`src/rtl/tvout_pkg.sv`:
```
// Shared constants and types for the TV-out video path.
package tvout_pkg;

  localparam int TV_H_ACTIVE = 512;
  localparam int TV_V_ACTIVE = 287;
  localparam int VRAM_DW     = 16;
  localparam int VRAM_AW     = 14;
  localparam int VRAM_WORDS  = TV_H_ACTIVE * TV_V_ACTIVE / VRAM_DW;

  // Owner of the RAM port in the current cycle.
  typedef enum logic [1:0] {
    GNT_IDLE = 2'd0,
    GNT_VID  = 2'd1,
    GNT_HOST = 2'd2
  } grant_t;

endpackage

```
`src/rtl/tv_pixel_shifter.sv`:
```
// One-word prefetch buffer and 16-bit shifter producing the 1-bit pixel stream.
// Optional feature macro: TVOUT_UNDERRUN_CNT_EN adds a saturating underrun counter.
module tv_pixel_shifter
  import tvout_pkg::*;
#(
  parameter int DW = VRAM_DW
) (
  input  logic          clk,
  input  logic          rst,
  input  logic          pix_en,
  input  logic          active,
  input  logic          frame_start,
  input  logic          load,
  input  logic [DW-1:0] ldata,
  output logic          need,
  output logic          pixel
`ifdef TVOUT_UNDERRUN_CNT_EN
  ,
  output logic [15:0]   underrun_cnt
`endif
);

  localparam int BW = $clog2(DW);

  logic [DW-1:0] buf_q;
  logic          buf_full;
  logic [DW-1:0] shreg;
  logic [BW-1:0] bitcnt;

  assign need = !buf_full;

  // Buffer load, word hand-over to the shifter and pixel output; a load beats an unload.
  always_ff @(posedge clk) begin
    if (rst) begin
      buf_q    <= '0;
      buf_full <= 1'b0;
      shreg    <= '0;
      bitcnt   <= '0;
      pixel    <= 1'b0;
    end else if (frame_start) begin
      buf_full <= 1'b0;
      shreg    <= '0;
      bitcnt   <= '0;
      pixel    <= 1'b0;
    end else begin
      if (pix_en) begin
        if (active) begin
          if (bitcnt == '0) begin
            if (buf_full) begin
              pixel    <= buf_q[DW-1];
              shreg    <= buf_q << 1;
              buf_full <= 1'b0;
            end else begin
              pixel <= 1'b0;
              shreg <= '0;
            end
          end else begin
            pixel <= shreg[DW-1];
            shreg <= shreg << 1;
          end
          bitcnt <= (bitcnt == BW'(DW-1)) ? '0 : bitcnt + 1'b1;
        end else begin
          pixel <= 1'b0;
        end
      end
      if (load) begin
        buf_q    <= ldata;
        buf_full <= 1'b1;
      end
    end
  end

`ifdef TVOUT_UNDERRUN_CNT_EN
  logic underrun;

  assign underrun = pix_en && active && (bitcnt == '0) && !buf_full && !frame_start;

  // Saturating count of word starts that found the buffer empty.
  always_ff @(posedge clk) begin
    if (rst) begin
      underrun_cnt <= '0;
    end else if (underrun && (underrun_cnt != 16'hFFFF)) begin
      underrun_cnt <= underrun_cnt + 16'd1;
    end
  end
`endif

endmodule

```
`src/rtl/tv_vram_arbiter.sv`:
```
// Single-port VRAM arbiter: scanout prefetch has strict priority over the host port.
// Optional feature macro: TVOUT_UNDERRUN_CNT_EN adds output underrun_cnt.
module tv_vram_arbiter
  import tvout_pkg::*;
#(
  parameter int AW    = VRAM_AW,
  parameter int DW    = VRAM_DW,
  parameter int WORDS = VRAM_WORDS
) (
  input  logic          clk,
  input  logic          rst,
  input  logic          pix_en,
  input  logic          active,
  input  logic          frame_start,
  output logic          pixel,
  input  logic          host_valid,
  input  logic          host_we,
  input  logic [AW-1:0] host_addr,
  input  logic [DW-1:0] host_wdata,
  output logic          host_ready,
  output logic          host_rvalid,
  output logic [DW-1:0] host_rdata,
  output logic [AW-1:0] ram_addr,
  output logic          ram_we,
  output logic [DW-1:0] ram_wdata,
  input  logic [DW-1:0] ram_rdata
`ifdef TVOUT_UNDERRUN_CNT_EN
  ,
  output logic [15:0]   underrun_cnt
`endif
);

  logic [AW-1:0] vaddr;
  logic          inflight;
  logic          need;
  logic          vid_req;
  grant_t        grant;

  assign vid_req    = need && !inflight;
  assign host_ready = !vid_req;
  assign host_rdata = ram_rdata;

  // Grant: scanout first, host only when scanout does not need the port.
  always_comb begin
    grant = GNT_IDLE;
    if (vid_req) begin
      grant = GNT_VID;
    end else if (host_valid) begin
      grant = GNT_HOST;
    end
  end

  // RAM port mux driven straight from the grant.
  always_comb begin
    ram_addr  = host_addr;
    ram_we    = 1'b0;
    ram_wdata = host_wdata;
    case (grant)
      GNT_VID:  ram_addr = vaddr;
      GNT_HOST: ram_we   = host_we;
      default:  ;
    endcase
  end

  // Scanout address, in-flight marker and host read-return strobe.
  // Clearing inflight on frame_start makes the returning word miss the buffer load.
  always_ff @(posedge clk) begin
    if (rst) begin
      vaddr       <= '0;
      inflight    <= 1'b0;
      host_rvalid <= 1'b0;
    end else begin
      inflight    <= vid_req && !frame_start;
      host_rvalid <= (grant == GNT_HOST) && !host_we;
      if (frame_start) begin
        vaddr <= '0;
      end else if (vid_req) begin
        vaddr <= (vaddr == AW'(WORDS-1)) ? '0 : vaddr + 1'b1;
      end
    end
  end

  tv_pixel_shifter #(.DW(DW)) u_shifter (
    .clk         (clk),
    .rst         (rst),
    .pix_en      (pix_en),
    .active      (active),
    .frame_start (frame_start),
    .load        (inflight),
    .ldata       (ram_rdata),
    .need        (need),
    .pixel       (pixel)
`ifdef TVOUT_UNDERRUN_CNT_EN
    ,
    .underrun_cnt(underrun_cnt)
`endif
  );

endmodule

```
`config.mk`:
```
export PLATFORM = sky130hd
export DESIGN_NAME = tv_vram_arbiter
export DESIGN_NICKNAME = d
export VERILOG_FILES = /design/src/rtl/tvout_pkg.sv /design/src/rtl/tv_pixel_shifter.sv /design/src/rtl/tv_vram_arbiter.sv
export SDC_FILE = /design/constraint.sdc
export NUM_CORES = 1
export LEC_CHECK = 0
export CAP_MARGIN = 10
export CORE_MARGIN = 3
export CORE_UTILIZATION = 44
export DETAILED_ROUTE_END_ITERATION = 16
export PLACE_DENSITY_LB_ADDON = 0.2
export SKIP_CTS_REPAIR_TIMING = 1
export SLEW_MARGIN = 20
export SYNTH_ARGS = -nofsm -noshare
export SYNTH_HDL_FRONTEND = slang
export SYNTH_SLANG_ARGS = --single-unit
```
`constraint.sdc`:
```
create_clock -name clk -period 2.4 [get_ports clk]
set_clock_uncertainty 0.2 [all_clocks]
set_input_delay 0.48 -clock clk [delete_from_list [all_inputs] [get_ports clk]]
set_output_delay 0.48 -clock clk [all_outputs]
set_load 0.1 [all_outputs]
```
Word-level counts from Yosys, hierarchy flattened

Index checks and enable logic that the tools add are counted.

Logic and storage cells: 46
Input bits: 53
Output and inout bits: 50
Bits in registers: 54

Equal/unequal tests: 4
Add/subtract/negate cells: 2
Reductions and logical operators: 16
Bitwise logic cells: 1
Muxes and demuxes: 15

Operator list:

| kind                                                            | count |
|---|---|
| 16-bit two-way mux                                              | 2 |
| 14-bit two-way mux                                              | 2 |
| 14-bit by 1-bit adder with 14-bit output, second input constant | 1 |
| 14-bit == test, second input constant                           | 1 |
| 1-bit two-way mux                                               | 8 |
| 2-bit nonzero test                                              | 3 |
| 1-bit zero test                                                 | 5 |
| 4-bit by 1-bit adder with 4-bit output, second input constant   | 1 |
| 4-bit == test, second input constant                            | 1 |
| 4-bit zero test                                                 | 1 |
| 2-bit two-way mux                                               | 2 |
| 4-bit two-way mux                                               | 1 |
| 2-bit AND reduction                                             | 2 |
| 1-bit logical AND                                               | 3 |
| 3-bit AND reduction                                             | 1 |
| 2-bit by 1-bit == test with 1-bit output, second input constant | 1 |
| 2-bit == test, second input constant                            | 1 |
| 2-bit OR reduction                                              | 1 |
| 1-bit NOT                                                       | 1 |

Logic depth before layout (Yosys ltp)

Depth after elaboration: 5
Depth in mapped cells: 7
Gate-level depth less buffers: 6

By module

Synthesis repeated with hierarchy kept, for this count alone.

Cell total of the unflattened synthesis: 351
Area total of the unflattened synthesis: 2742.6 um2

By module, submodules not included:

| module           | area each (um2) | times used | sequential area each (um2) | cells an instance |
|---|---|---|---|---|
| tv_pixel_shifter | 1575.3          | 1          | 740.7                      | 194 |
| tv_vram_arbiter  | 1167.4          | 1          | 320.3                      | 157 |

Least setup slack after synthesis

No wires, ideal clock.

Path kind: flip-flop to output port
From: reg u_shifter.buf_full
To: out ram_addr[8]
Path slack: -1.467 ns
Required time: 1.720 ns
Arrival time: 3.187 ns
Buffers on the path: 2
Stages on the path, launching flop included: 6
Cell sequence: dfxtp_1 clkbuf_1 nor2_1 inv_1 clkbuf_1 o21ai_0

Longest elaborated chain between the ends: 5

RTL lines:

| what                                     | line                   | source |
|---|---|---|
| from (decl)                              | tv_pixel_shifter.sv:26 | `logic buf_full;` |
| from (signal assigned)                   | tv_pixel_shifter.sv:36 | `buf_full <= 1'b0;` |
| from (signal assigned)                   | tv_pixel_shifter.sv:41 | `buf_full <= 1'b0;` |
| from (signal assigned)                   | tv_pixel_shifter.sv:52 | `buf_full <= 1'b0;` |
| 1-bit zero test                          | tv_pixel_shifter.sv:30 | `assign need = !buf_full;` |
| 1-bit logical AND                        | tv_vram_arbiter.sv:39  | `assign vid_req = need && !inflight;` |
| 2-bit two-way mux                        | tv_vram_arbiter.sv:46  | `if (vid_req) begin` |
| 2-bit by 1-bit == test with 1-bit output | tv_vram_arbiter.sv:58  | `case (grant)` |
| 14-bit two-way mux                       | tv_vram_arbiter.sv:58  |  |
| to (decl)                                | tv_vram_arbiter.sv:23  | `output logic [AW-1:0] ram_addr,` |

Every way passes these cells.

Final worst setup path

From: reg inflight
To: out ram_we

Longest elaborated chain between the ends: 5

RTL lines:

| what                   | line                  | source |
|---|---|---|
| from (decl)            | tv_vram_arbiter.sv:34 | `logic inflight;` |
| from (signal assigned) | tv_vram_arbiter.sv:73 | `inflight <= vid_req && !frame_start;` |
| 1-bit zero test        | tv_vram_arbiter.sv:39 |  |
| 1-bit logical AND      | tv_vram_arbiter.sv:39 |  |
| 2-bit two-way mux      | tv_vram_arbiter.sv:46 |  |
| 2-bit == test          | tv_vram_arbiter.sv:58 |  |
| 1-bit two-way mux      | tv_vram_arbiter.sv:58 |  |
| to (decl)              | tv_vram_arbiter.sv:24 | `output logic ram_we,` |

Every way passes these cells.

==> results.sh <==
export IMPL_outcome="finished, final reports clean"
export IMPL_clk_latency_ps=310
export IMPL_fin_nets=447
export IMPL_io_pin_count=103
export IMPL_vias=2376
export IMPL_holdWs_ps=264
export IMPL_fin_cells=463
export IMPL_totalNegativeSetupSlack_ps=0
export IMPL_coreArea_um2=5680
export IMPL_synthMuxAreaShare=0
export IMPL_dieArea_um2=7010
export IMPL_leakage_nw=1.30
export IMPL_hp_class="reg2reg"
export IMPL_syn_avg_cell_area_um2=7.49
export IMPL_rsz0062_at_grt="false"
export IMPL_layout_drive_gt1_share=0.189
export IMPL_finalWirelength_um=6140
export IMPL_gp_congestion=0.850
export IMPL_die_height_um=83.8
export IMPL_crit_path_max_fanout=12
export IMPL_synthesis_nets=412
export IMPL_htree_levels=2
export IMPL_rows=27
export IMPL_antenna_found_initial=0
export IMPL_placed_cells=455
export IMPL_synth_xor_area_share=0.0428
export IMPL_yosys_area_share_adder=0.0188
export IMPL_die_w_um=83.8
export IMPL_synth_cell_types=30
export IMPL_design_area_um2=3660
export IMPL_final_period_utilization=0.913
export IMPL_cts_buffer_depth=2
export IMPL_slew_headroom=0.764
export IMPL_postLayoutCoreUtil=0.645
export IMPL_period_minus_slack_ps=2190
export IMPL_required_ps=1720
export IMPL_criticalPathCategory="reg2out"
export IMPL_clk_root_buffer_cell="clkbuf_8"
export IMPL_irDropWorstVdd_mv=0.360
export IMPL_grt_pass1_wl_um=10800
export IMPL_place_area_um2=3570
export IMPL_hold_viol=0
export IMPL_crit_arrival_ps=1510
export IMPL_grt_max_degree=32
export IMPL_clk_pin_slew_ps=100
export IMPL_synth_top_family_by_area="simple AND/OR/NAND/NOR gates"
export IMPL_end_kind="primary output"
export IMPL_area_growth_pct=37.6
export IMPL_slew_viol_final=0
export IMPL_initial_core_util=0.469
export IMPL_antenna_cells=0
export IMPL_drc=0
export IMPL_ys_warn_count=0
export IMPL_synth_area_um2=2660
export IMPL_pre_cts_slack_ps=315
export IMPL_synth_top_area_cell="dfxtp_1"
export IMPL_synth_cells=355
export IMPL_synth_top_area_share=0.399
export IMPL_finalWorstSetupSlack_ps=210
export IMPL_ant_nets=0
export IMPL_cts_sinks=53
export IMPL_cp_start_kind="flop"
export IMPL_cts_tree="built"
export IMPL_ys_ff_latch=53
export IMPL_drtIter0Drc=180
export IMPL_overflow=0
export IMPL_grt_pass1_vias=2224
export IMPL_yosysSeqAreaShare=0.399
export IMPL_hpwl_um=4650
export IMPL_vias_per_cell=5.13
export IMPL_port_buffers=70
export IMPL_synthSimpleGateAreaFrac=0.299
export IMPL_synthTopCellsByArea="dfxtp_1 40%, nand2_1 14%, buf_4 9.0%, a311oi_1 4.9%, nor2_1 4.7%"
export IMPL_tightest_slew_ps=349
export IMPL_fmax_mhz=457
export IMPL_wl_per_cell_um=13.3
export IMPL_finalSetupViolations=0
export IMPL_maxCapViolCount=0
export IMPL_cellPowerDensity_nw_per_um2=541
export IMPL_grt_usage=0.185
export IMPL_cts_made_buffers=5
export IMPL_p_total_mw=1.98
export IMPL_synth_compound_area_share=0.111
export IMPL_dr_pass1_iters=4
-- kinds of logic after synthesis --
group / count (synthesis)
compound gates: 45
xor+xnor: 13
fa+ha+maj: 4
buf+inv: 60
flops: 53
simple gates: 180
-- cell usage in the layout, fill, tap and decap left out, types with 2 or more instances in the layout --
cell type | Yosys | final
nor3_1 | 4 | 4
clkbuf_8 | 0 | 5
buf_4 | 32 | 14
nor4_1 | 4 | 4
nor2_1 | 33 | 33
nand3_1 | 21 | 21
o21ai_0 | 5 | 4
dfxtp_1 | 53 | 53
nand4_1 | 6 | 6
nand2_1 | 99 | 86
nand2_2 | 0 | 13
inv_1 | 6 | 6
nand2b_1 | 2 | 2
buf_12 | 0 | 32
clkdlybuf4s50_1 | 0 | 36
xor2_1 | 5 | 5
a21oi_1 | 23 | 23
ha_1 | 4 | 4
xnor2_1 | 8 | 8
a311oi_1 | 15 | 15
-- report_power, final --
| part | internal, mW | switching, mW |
|---|---|---|
| Combinational | 0.207 | 0.344 |
| Clock | 0.208 | 0.306 |
| Sequential | 0.898 | 0.0160 |
-- Yosys cell counts --
master / n
or4_1: 1
a21oi_1: 23
a311oi_1: 15
or3b_2: 1
nand2_1: 99
nor3b_2: 1
inv_1: 6
o21ai_4: 1
nor4bb_1: 1
nor4_1: 4
nand4_1: 6
nand3_1: 21
ha_1: 4
dfxtp_1: 53
nand4bb_1: 1
clkbuf_1: 22
nor2b_1: 1
nor3_1: 4
or2_2: 1
nor2_1: 33
a21o_1: 1
nand2b_1: 2
and3_1: 1
buf_4: 32
xnor2_1: 8
o21ai_0: 5
xor2_1: 5
and2_1: 1
or4b_1: 1
or4b_4: 1
-- cell type report --
| cell class | count | area, µm² |
|---|---|---|
| multi-input combinational | 242 | 1290 |
| inverter | 6 | 22.5 |
| tap | 72 | 90.1 |
| timing repair buffer | 82 | 1110 |
| sequential | 53 | 1060 |
| clock buffer | 5 | 68.8 |
| clock inverter | 3 | 21.3 |
| fill | 491 | 2010 |
-- final timing paths --
kind                                         start                                to  slack, ps  depth (start not counted)
setup / recovery               inflight$_SDFF_PP0_                            ram_we        210                          5
hold / removal    u_shifter.buf_q[15]$_SDFFE_PP0P_  u_shifter.buf_q[15]$_SDFFE_PP0P_        260                          2
setup reg to reg            vaddr[10]$_SDFFE_PP0P_            vaddr[11]$_SDFFE_PP0P_        330                          4
hold reg to reg   u_shifter.buf_q[15]$_SDFFE_PP0P_  u_shifter.buf_q[15]$_SDFFE_PP0P_        260                          2
-- layer usage --
metal	global-route usage	wire length, µm	vias up
li1	-	-	1224
met3	0.0415	395	14
met1	0.285	3070	1061
met2	0.247	2580	77
met4	0.0629	97	0
met5	0	0	-
-- state kept, by name, summed over array words and instances (netlist names) --
name,cells
u_shifter.buf_q,16
vaddr,14
u_shifter.shreg,15
u_shifter.pixel,1
u_shifter.buf_full,1
host_rvalid,1
inflight,1
u_shifter.bitcnt,4
-- worst max-delay path, cell delays in order (launching register included) --
cell and delay (ps):
dfxtp_1 450, nor2_1 80, inv_1 80, buf_4 190, and3_2 220, buf_12 170
(Power assumes the default switching activity.)
